## src/rtl/ram_port_arbiter.sv

```systemverilog
// Round-robin arbiter sharing the program_ram data port between two masters,
// with a tag pipeline that returns read data to the issuing master.

module ram_port_lane #(
  parameter int DATA_WIDTH = 32,
  parameter int CNT_WIDTH  = 16
) (
  input  logic                  clk_in,
  input  logic                  rst_in,
  input  logic                  req,
  input  logic                  gnt,
  input  logic                  stall_clr,
  input  logic                  capture,
  input  logic [DATA_WIDTH-1:0] ram_data_in,
  output logic [DATA_WIDTH-1:0] rdata,
  output logic [CNT_WIDTH-1:0]  stall_count
);

  always_ff @(posedge clk_in or negedge rst_in) begin
    if (!rst_in)      rdata <= '0;
    else if (capture) rdata <= ram_data_in;
  end

  // Clear wins over increment; the counter parks at all-ones.
  always_ff @(posedge clk_in or negedge rst_in) begin
    if (!rst_in)                           stall_count <= '0;
    else if (stall_clr)                    stall_count <= '0;
    else if (req && !gnt && !(&stall_count)) stall_count <= stall_count + 1'b1;
  end

endmodule

module ram_port_arbiter #(
  parameter int ADDR_WIDTH = 32,
  parameter int DATA_WIDTH = 32,
  parameter int RD_LATENCY = 2,
  parameter int CNT_WIDTH  = 16
) (
  input  logic                    clk_in,
  input  logic                    rst_in,
  input  logic                    m0_req_in,
  input  logic [ADDR_WIDTH-1:0]   m0_addr_in,
  input  logic [DATA_WIDTH-1:0]   m0_data_in,
  input  logic [DATA_WIDTH/8-1:0] m0_we_in,
  output logic                    m0_gnt_out,
  output logic                    m0_rvalid_out,
  output logic [DATA_WIDTH-1:0]   m0_rdata_out,
  input  logic                    m1_req_in,
  input  logic [ADDR_WIDTH-1:0]   m1_addr_in,
  input  logic [DATA_WIDTH-1:0]   m1_data_in,
  input  logic [DATA_WIDTH/8-1:0] m1_we_in,
  output logic                    m1_gnt_out,
  output logic                    m1_rvalid_out,
  output logic [DATA_WIDTH-1:0]   m1_rdata_out,
  output logic [ADDR_WIDTH-1:0]   ram_addr_out,
  output logic [DATA_WIDTH-1:0]   ram_data_out,
  output logic [DATA_WIDTH/8-1:0] ram_we_out,
  input  logic [DATA_WIDTH-1:0]   ram_data_in,
  input  logic                    stall_clr_in,
  output logic [CNT_WIDTH-1:0]    m0_stall_count_out,
  output logic [CNT_WIDTH-1:0]    m1_stall_count_out
);

  localparam int BE_W = DATA_WIDTH / 8;
  localparam int NM   = 2;

  typedef struct packed {
    logic [ADDR_WIDTH-1:0] addr;
    logic [DATA_WIDTH-1:0] data;
    logic [BE_W-1:0]       we;
  } mreq_t;

  mreq_t [NM-1:0]                 mreq;
  mreq_t                          sel;
  logic  [NM-1:0]                 req, gnt, rvalid;
  logic  [NM-1:0][DATA_WIDTH-1:0] rdata;
  logic  [NM-1:0][CNT_WIDTH-1:0]  stall;
  logic                           last_grant, win, issue;
  logic  [RD_LATENCY:0]           vld_pipe, id_pipe;

  assign mreq[0] = {m0_addr_in, m0_data_in, m0_we_in};
  assign mreq[1] = {m1_addr_in, m1_data_in, m1_we_in};
  assign req     = {m1_req_in, m0_req_in};

  // Under contention the master that did not win last time goes first.
  assign gnt[0] = req[0] & (~req[1] | last_grant);
  assign gnt[1] = req[1] & (~req[0] | ~last_grant);
  assign win    = gnt[1];
  assign issue  = |gnt;
  assign sel    = mreq[win];

  always_ff @(posedge clk_in or negedge rst_in) begin
    if (!rst_in)    last_grant <= 1'b1;
    else if (issue) last_grant <= win;
  end

  always_ff @(posedge clk_in or negedge rst_in) begin
    if (!rst_in) begin
      ram_addr_out <= '0;
      ram_data_out <= '0;
      ram_we_out   <= '0;
    end else if (issue) begin
      ram_addr_out <= sel.addr;
      ram_data_out <= sel.data;
      ram_we_out   <= sel.we;
    end else begin
      ram_we_out   <= '0;
    end
  end

  // Stage k is visible k+1 cycles after the grant cycle; ram_data_in is
  // sampled as a tag moves into the last stage so rdata lines up with rvalid.
  always_ff @(posedge clk_in or negedge rst_in) begin
    if (!rst_in) begin
      vld_pipe <= '0;
      id_pipe  <= '0;
    end else begin
      vld_pipe <= {vld_pipe[RD_LATENCY-1:0], issue & (sel.we == '0)};
      id_pipe  <= {id_pipe[RD_LATENCY-1:0], win};
    end
  end

  for (genvar g = 0; g < NM; g++) begin : g_lane
    assign rvalid[g] = vld_pipe[RD_LATENCY] & (id_pipe[RD_LATENCY] == 1'(g));

    ram_port_lane #(
      .DATA_WIDTH (DATA_WIDTH),
      .CNT_WIDTH  (CNT_WIDTH)
    ) u_lane (
      .clk_in      (clk_in),
      .rst_in      (rst_in),
      .req         (req[g]),
      .gnt         (gnt[g]),
      .stall_clr   (stall_clr_in),
      .capture     (vld_pipe[RD_LATENCY-1] & (id_pipe[RD_LATENCY-1] == 1'(g))),
      .ram_data_in (ram_data_in),
      .rdata       (rdata[g]),
      .stall_count (stall[g])
    );
  end

  assign m0_gnt_out         = gnt[0];
  assign m1_gnt_out         = gnt[1];
  assign m0_rvalid_out      = rvalid[0];
  assign m1_rvalid_out      = rvalid[1];
  assign m0_rdata_out       = rdata[0];
  assign m1_rdata_out       = rdata[1];
  assign m0_stall_count_out = stall[0];
  assign m1_stall_count_out = stall[1];

endmodule

```

## config.mk

```make
export PLATFORM = sky130hd
export DESIGN_NAME = ram_port_arbiter
export DESIGN_NICKNAME = d
export VERILOG_FILES = /design/src/rtl/ram_port_arbiter.sv
export SDC_FILE = /design/constraint.sdc
export NUM_CORES = 1
export LEC_CHECK = 0
export BUFFER_PORTS_ARGS = -buffer_cell sky130_fd_sc_hd__buf_2
export CORE_AREA = 2 2 134 136
export DETAILED_ROUTE_END_ITERATION = 10
export DIE_AREA = 0 0 136 138
export HOLD_SLACK_MARGIN = 0.12
export PLACE_DENSITY = 0.75
export SLEW_MARGIN = 20
export SYNTH_ARGS = -nofsm -noshare
export SYNTH_HDL_FRONTEND = slang
export SYNTH_SLANG_ARGS = --single-unit
```

## constraint.sdc

```tcl
create_clock -name clk_in -period 2.5 [get_ports clk_in]
set_input_delay 0.125 -clock clk_in [delete_from_list [all_inputs] [get_ports clk_in]]
set_output_delay 0.125 -clock clk_in [all_outputs]
set_load 0.02 [all_outputs]
```

### After elaboration in Yosys (flattened, before gate mapping)

Index checks and enable logic that the tools add are counted.

* bits of input ports: 173
* register bits after elaboration: 171
* output and inout port bits: 168
* word-level logic and storage cells: 48

* multiplexer cells: 7
* bitwise logic cells: 14
* magnitude comparators: 1
* reductions and logical operators: 14
* $add $sub $neg: 2

Operators by type and width (count)
* 68-bit two-way mux: 2
* 16-bit two-way mux: 4
* 16-bit by 1-bit adder with 16-bit output (second input constant): 2
* 16-bit AND reduction: 2
* 1-bit AND: 7
* 1-bit inverter: 5
* 1-bit logical AND: 4
* 1-bit logical NOT: 4
* 4-bit logical NOT: 1
* 4-bit two-way mux: 1
* 2-bit nonzero test: 2
* 1-bit by 2-bit < comparator with 1-bit output (second input constant): 1
* 1-bit bitwise OR: 2
* 2-bit OR reduction: 1

### Longest topological paths before layout

* depth in word-level cells: 8
* gate-level depth with buffers: 6
* depth with buffers taken out: 5

### Modules after synthesis

Synthesis repeated with hierarchy kept, for this count alone.

* cells, all modules: 736
* area, all modules: 8419.3 um2

Modules (own cells, without submodules)
* ram_port_lane: cells each 177, instances 2, sequential area each 1201.2 um2, area each 2190.9 um2
* ram_port_arbiter: cells each 382, instances 1, sequential area each 1878.1 um2, area each 4037.6 um2

### Worst setup path after synthesis

No wires, ideal clock.

* path type: reg2reg
* start: reg g_lane[1].u_lane.stall_count[0]
* end: reg g_lane[1].u_lane.stall_count[14]
* path buffers: 1
* stages on the path, launching flop included: 7
* setup time: 125 ps
* slack: 470 ps
* arrival: 1905 ps
* period minus slack after synthesis: 2030 ps
* required time: 2375 ps
* path through: dfrtp_1 > ha_1 > nand4_1 > nor3_1 > buf_2 > nor4b_1 > mux2_2

* word-level cells in the longest chain between the ends: 4
* elaborated cells on any way between the ends: 7
* those cells by class: 1 x add/sub; 2 x mux; 4 x reduce/logical

RTL lines
* from (decl): line 16 `output logic [CNT_WIDTH-1:0] stall_count`
* from (signal assigned): line 28 `else if (req && !gnt && !(&stall_count)) stall_count <= stall_count + 1'b1;`
* parallel branches: the longest is 4 deep, another holds 16-bit by 1-bit adder with 16-bit output

Several ways; the timed one is not identified. The select of a mux whose other input is x is not followed.
A chain may end at the register's enable or synchronous reset.

### Worst setup path in the final report

* start: in m1_req_in
* end: reg ram_data_out[17]

* word-level cells in the longest chain between the ends: 4
* elaborated cells on any way between the ends: 7
* those cells by class: 2 x mux; 4 x bitwise; 1 x reduce/logical

RTL lines
* from (decl): line 48 `input logic m1_req_in,`
* 1-bit inverter: line 86 `assign gnt[0] = req[0] & (~req[1] | last_grant);`
* 1-bit bitwise OR: line 86
* 1-bit AND: line 86
* 2-bit OR reduction: line 89 `assign issue = |gnt;`
* to (signal assigned): line 104 `ram_data_out <= sel.data;`
* to (decl): line 56 `output logic [DATA_WIDTH-1:0] ram_data_out,`

Parallel ways exist; a longest one is shown, timed or not. The select of a mux whose other input is x is not followed.

==> flow_summary.html <==
<table>
<tr><th>Metric</th><th>Value</th></tr>
<tr><th colspan="2">Outcome</th></tr>
<tr><td>Status</td><td>completed</td></tr>
<tr><th colspan="2">Die</th></tr>
<tr><td>Floorplan die area</td><td>0.0188 mm²</td></tr>
<tr><td>Starting density of the core</td><td>0.429</td></tr>
<tr><td>Core region area</td><td>0.0175 mm²</td></tr>
<tr><td>Horizontal extent of the die</td><td>136 µm</td></tr>
<tr><td>Die Height</td><td>138 µm</td></tr>
<tr><td>Row Count</td><td>49</td></tr>
<tr><td>Top Ports</td><td>341</td></tr>
<tr><th colspan="2">Synthesis</th></tr>
<tr><td>Number of nets in the synthesized netlist</td><td>809</td></tr>
<tr><td>Largest cells by area after synthesis</td><td>sky130_fd_sc_hd__dfrtp_1, sky130_fd_sc_hd__mux2_2, sky130_fd_sc_hd__mux2i_1, sky130_fd_sc_hd__o21ai_0, sky130_fd_sc_hd__nand2_1</td></tr>
<tr><td>Most frequent cell after synthesis</td><td>sky130_fd_sc_hd__dfrtp_1</td></tr>
<tr><td>Count of different cell masters after synthesis</td><td>45</td></tr>
<tr><td>Largest area contributor in the synthesized netlist</td><td>sky130_fd_sc_hd__dfrtp_1</td></tr>
<tr><td>Most frequent cells after synthesis</td><td>sky130_fd_sc_hd__dfrtp_1, sky130_fd_sc_hd__nand2_1, sky130_fd_sc_hd__o21ai_0</td></tr>
<tr><td>Area of the mapped netlist</td><td>0.00752 mm²</td></tr>
<tr><td>Mean Syn Cell Area</td><td>11.9 µm²</td></tr>
<tr><td>Cell count after synthesis</td><td>634</td></tr>
<tr><td>Portion of synthesized cell area occupied by the leading cell type</td><td>0.566</td></tr>
<tr><td>Post-synth EDFFs</td><td>0</td></tr>
<tr><td>Top FF cell, synth</td><td>sky130_fd_sc_hd__dfrtp_1</td></tr>
<tr><td>Yosys warning total</td><td>0</td></tr>
<tr><td>Portion of the post-synthesis area used by sequential elements</td><td>0.569</td></tr>
<tr><td>Number of storage elements in the synthesis netlist</td><td>171</td></tr>
<tr><td>Share of flip-flops with an asynchronous set or reset</td><td>1.00</td></tr>
<tr><th colspan="2">Finish</th></tr>
<tr><td>Final #Nets</td><td>1318</td></tr>
<tr><td>Proportion of layout cells with a drive suffix above 1</td><td>0.400</td></tr>
<tr><td>Filler cell count in the final layout</td><td>1236</td></tr>
<tr><td>Area growth, synth to finish</td><td>57.7%</td></tr>
<tr><td>Antenna Cells</td><td>0</td></tr>
<tr><td>Count of non-filler cells in the finished layout</td><td>1385</td></tr>
<tr><td>Final Util</td><td>0.676</td></tr>
<tr><th colspan="2">Clock network</th></tr>
<tr><td>Max clock buf depth</td><td>2</td></tr>
<tr><td>Clock root buffer master</td><td>sky130_fd_sc_hd__clkbuf_16</td></tr>
<tr><td>Clk pin slew, worst setup/hold paths</td><td>0.08 ns</td></tr>
<tr><td>Level count of the clock H-tree</td><td>4</td></tr>
<tr><td>TritonCTS clock tree</td><td>built</td></tr>
<tr><td>TritonCTS buffer count</td><td>17</td></tr>
<tr><td>Worst-skew pair later-pin latency</td><td>0.43 ns</td></tr>
<tr><td>Post-CTS setup buffer count</td><td>0</td></tr>
<tr><td>Sink count of the clock tree</td><td>171</td></tr>
<tr><th colspan="2">Min path</th></tr>
<tr><td>Beginning of the worst hold path</td><td>stall_clr_in</td></tr>
<tr><td>Class of the most critical hold timing path</td><td>in -&gt; reg</td></tr>
<tr><th colspan="2">Worst setup path</th></tr>
<tr><td>Crit. End Element</td><td>flip-flop</td></tr>
<tr><td>Cell at the slowest stage of the critical path</td><td>sky130_fd_sc_hd__dlygate4sd3_1</td></tr>
<tr><td>Required @ worst endpoint</td><td>2.81 ns</td></tr>
<tr><td>Type of the worst setup path</td><td>in -&gt; reg</td></tr>
<tr><td>Delay of the slowest cell on the worst path</td><td>0.62 ns</td></tr>
<tr><td>Worst Path Max Fanout</td><td>25</td></tr>
<tr><td>Worst-path cell chain</td><td>dlygate4sd3_1 &gt; buf_2 &gt; or2b_4 &gt; nand2_8 &gt; buf_12 &gt; mux2i_1 &gt; o21ai_0 &gt; dlygate4sd3_1</td></tr>
<tr><td>Family with the most delay on the worst path</td><td>buffers and inverters</td></tr>
<tr><td>Flop-to-flop setup slack</td><td>0.19 ns</td></tr>
<tr><td>CP arrival</td><td>2.66 ns</td></tr>
<tr><td>Launch point of the critical path</td><td>m1_req_in</td></tr>
<tr><td>Critical register-to-register path startpoint</td><td>last_grant$_DFFE_PN1P_</td></tr>
<tr><td>WP buf/inv</td><td>4</td></tr>
<tr><td>Worst Setup Start Kind</td><td>input port</td></tr>
<tr><td>Cell occurring most often along the worst timing path</td><td>sky130_fd_sc_hd__dlygate4sd3_1</td></tr>
<tr><th colspan="2">Global route</th></tr>
<tr><td>Via count of the first global-routing pass</td><td>7650</td></tr>
<tr><td>GRT Resource Usage Total</td><td>0.261</td></tr>
<tr><td>Initial antenna violation count</td><td>0</td></tr>
<tr><td>Overflow left after global routing</td><td>0</td></tr>
<tr><td>Pin count of the biggest net entering global routing</td><td>130</td></tr>
<tr><td>Wire length of the first global-routing pass</td><td>38900 µm</td></tr>
<tr><th colspan="2">Place</th></tr>
<tr><td>DP Cell Count</td><td>1177</td></tr>
<tr><td>Half-perimeter wire length after placement</td><td>14500 µm</td></tr>
<tr><td>GPL Wtd Cong</td><td>0.811</td></tr>
<tr><td># port buffers</td><td>340</td></tr>
<tr><th colspan="2">Routing</th></tr>
<tr><td>Pre-antenna DRT Iters</td><td>5</td></tr>
<tr><td>Wire length after detailed routing</td><td>24700 µm</td></tr>
<tr><td>Vias after detailed routing</td><td>7282</td></tr>
<tr><td>Count of routing violations after the opening detailed-route iteration</td><td>373</td></tr>
<tr><td>Drc violations</td><td>0</td></tr>
<tr><td>Routed length per instance</td><td>17.8 µm</td></tr>
<tr><td>Routed Antenna Nets</td><td>0</td></tr>
<tr><td>Via density per instance</td><td>5.26</td></tr>
<tr><th colspan="2">Pwr</th></tr>
<tr><td>Total leakage power</td><td>5.89 nW</td></tr>
<tr><td>Worst VDD drop</td><td>0.000445 V</td></tr>
<tr><td>Power density over cell area</td><td>733 mW/mm²</td></tr>
<tr><td>Total power of the final layout</td><td>8.69 mW</td></tr>
<tr><th colspan="2">STA</th></tr>
<tr><td>Relative slew margins</td><td>0.567</td></tr>
<tr><td>Sum Neg Setup Slack</td><td>0 ns</td></tr>
<tr><td>Final cycle utilization of the critical path</td><td>0.943</td></tr>
<tr><td>Final slew viol count</td><td>0</td></tr>
<tr><td>Number of failing hold endpoints at the final stage</td><td>0</td></tr>
<tr><td>Highest attainable clock frequency</td><td>424 MHz</td></tr>
<tr><td>Final critical-path required period</td><td>2.36 ns</td></tr>
<tr><td>Worst-margin pin slew</td><td>0.649 ns</td></tr>
<tr><td>Setup repair after global routing missed its margin</td><td>false</td></tr>
<tr><td>Clock tree skew after final layout</td><td>0.0139 ns</td></tr>
<tr><td>Final setup violating endpoints</td><td>0</td></tr>
<tr><th colspan="2">Run</th></tr>
<tr><td>Number of violations of the max-capacitance limit</td><td>0</td></tr>
</table>
-- stage by stage --
step / setup slack (ns) / hold slack [ns] / area, µm²
finish: 0.143 / 0.254 / 11900
global route: 0.0731 / 0.250 / 11900
CTS: 0.113 / 0.229 / 11800
detailed placement: 0.385 / 0.166 / 9500
global placement: 0.490 / 0.166 / 9500
floorplan: 0.470 / -0.171 / 7520
-- per-layer routing --
layer | GRT usage | wire, µm | up-vias
met5 | 0 | 0 | -
met4 | 0.113 | 909 | 0
met1 | 0.300 | 9490 | 3534
met3 | 0.0741 | 1800 | 62
li1 | - | - | 3333
met2 | 0.451 | 12500 | 353
-- worst reg2reg max path, stage by stage, from the launching register on --
cell and delay, ns:
sky130_fd_sc_hd__dfstp_2 0.62, sky130_fd_sc_hd__or2b_4 0.21, sky130_fd_sc_hd__nand2_8 0.14, sky130_fd_sc_hd__buf_12 0.25, sky130_fd_sc_hd__mux2i_1 0.22, sky130_fd_sc_hd__o21ai_0 0.14, sky130_fd_sc_hd__dlygate4sd3_1 0.62
-- what timing repair did --
item	CTS	global route
setup endpoints to repair	0	20
gates resized for setup	0	2
endpoints found under the hold margin	195	0
hold buffers	175	0
-- where the power goes --
group | switching [mW] | internal [mW]
Combinational | 1.41 | 1.15
Clock | 1.24 | 1.36
Sequential | 0.269 | 3.26
-- cell type report --
class | count | area (µm²) | area share
multi-input combinational | 421 | 3080 | 0.260
inverter | 7 | 26.3 | 0.00222
timing repair buffer | 525 | 3600 | 0.303
clock buffer | 18 | 439 | 0.0370
tap | 229 | 287 | 0.0242
sequential | 171 | 4280 | 0.361
clock inverter | 14 | 149 | 0.0126
-- final timing paths --
kind / end / depth (start not counted)
min reg2reg: id_pipe[1]$_DFF_PN0_ / 0
max reg2reg: ram_data_out[17]$_DFFE_PN0P_ / 6
min: g_lane[0].u_lane.stall_count[12]$_DFFE_PN0P_ / 2
max in group asynchronous: g_lane[1].u_lane.rdata[25]$_DFFE_PN0P_ / 3
min in group asynchronous: g_lane[0].u_lane.rdata[2]$_DFFE_PN0P_ / 2
max: ram_data_out[17]$_DFFE_PN0P_ / 8
-- kinds of logic after synthesis --
group | synth area share
flip-flops | 0.569
AND/OR/NAND/NOR | 0.119
multiplexers | 0.187
AO/OA/AOI/OAI | 0.0958
buffers and inverters | 0.0264
adder cells (fa/ha/maj) | 0.00333
-- cell usage in the layout, fill, tap and decap left out, types with 3 or more instances in the layout --
cell type                       count
sky130_fd_sc_hd__nand3_1            7
sky130_fd_sc_hd__inv_1              7
sky130_fd_sc_hd__mux2i_1           65
sky130_fd_sc_hd__a21oi_1           24
sky130_fd_sc_hd__nor2b_1            4
sky130_fd_sc_hd__and3_1             6
sky130_fd_sc_hd__or4_1             15
sky130_fd_sc_hd__nor4_1             4
sky130_fd_sc_hd__buf_12             5
sky130_fd_sc_hd__buf_2            339
sky130_fd_sc_hd__nor3_1             4
sky130_fd_sc_hd__buf_4              5
sky130_fd_sc_hd__clkinvlp_4         3
sky130_fd_sc_hd__dfrtp_1          170
sky130_fd_sc_hd__o31ai_1           14
sky130_fd_sc_hd__mux2_2            67
sky130_fd_sc_hd__or3_1              9
sky130_fd_sc_hd__nand4_1           11
sky130_fd_sc_hd__o21ai_0           74
sky130_fd_sc_hd__nand2_1           77
sky130_fd_sc_hd__inv_8              6
sky130_fd_sc_hd__a22o_1             4
sky130_fd_sc_hd__clkbuf_16         17
sky130_fd_sc_hd__o41ai_1            3
sky130_fd_sc_hd__nor2_1             8
sky130_fd_sc_hd__dlygate4sd3_1    175
-- state kept, by name (all words and copies together) (netlist names) --
signal,flops
g_lane.u_lane.rdata,64
g_lane.u_lane.stall_count,32
id_pipe,3
last_grant,1
ram_addr_out,32
ram_data_out,32
ram_we_out,4
vld_pipe,3
Note: power is estimated with default switching activity, not from simulation.
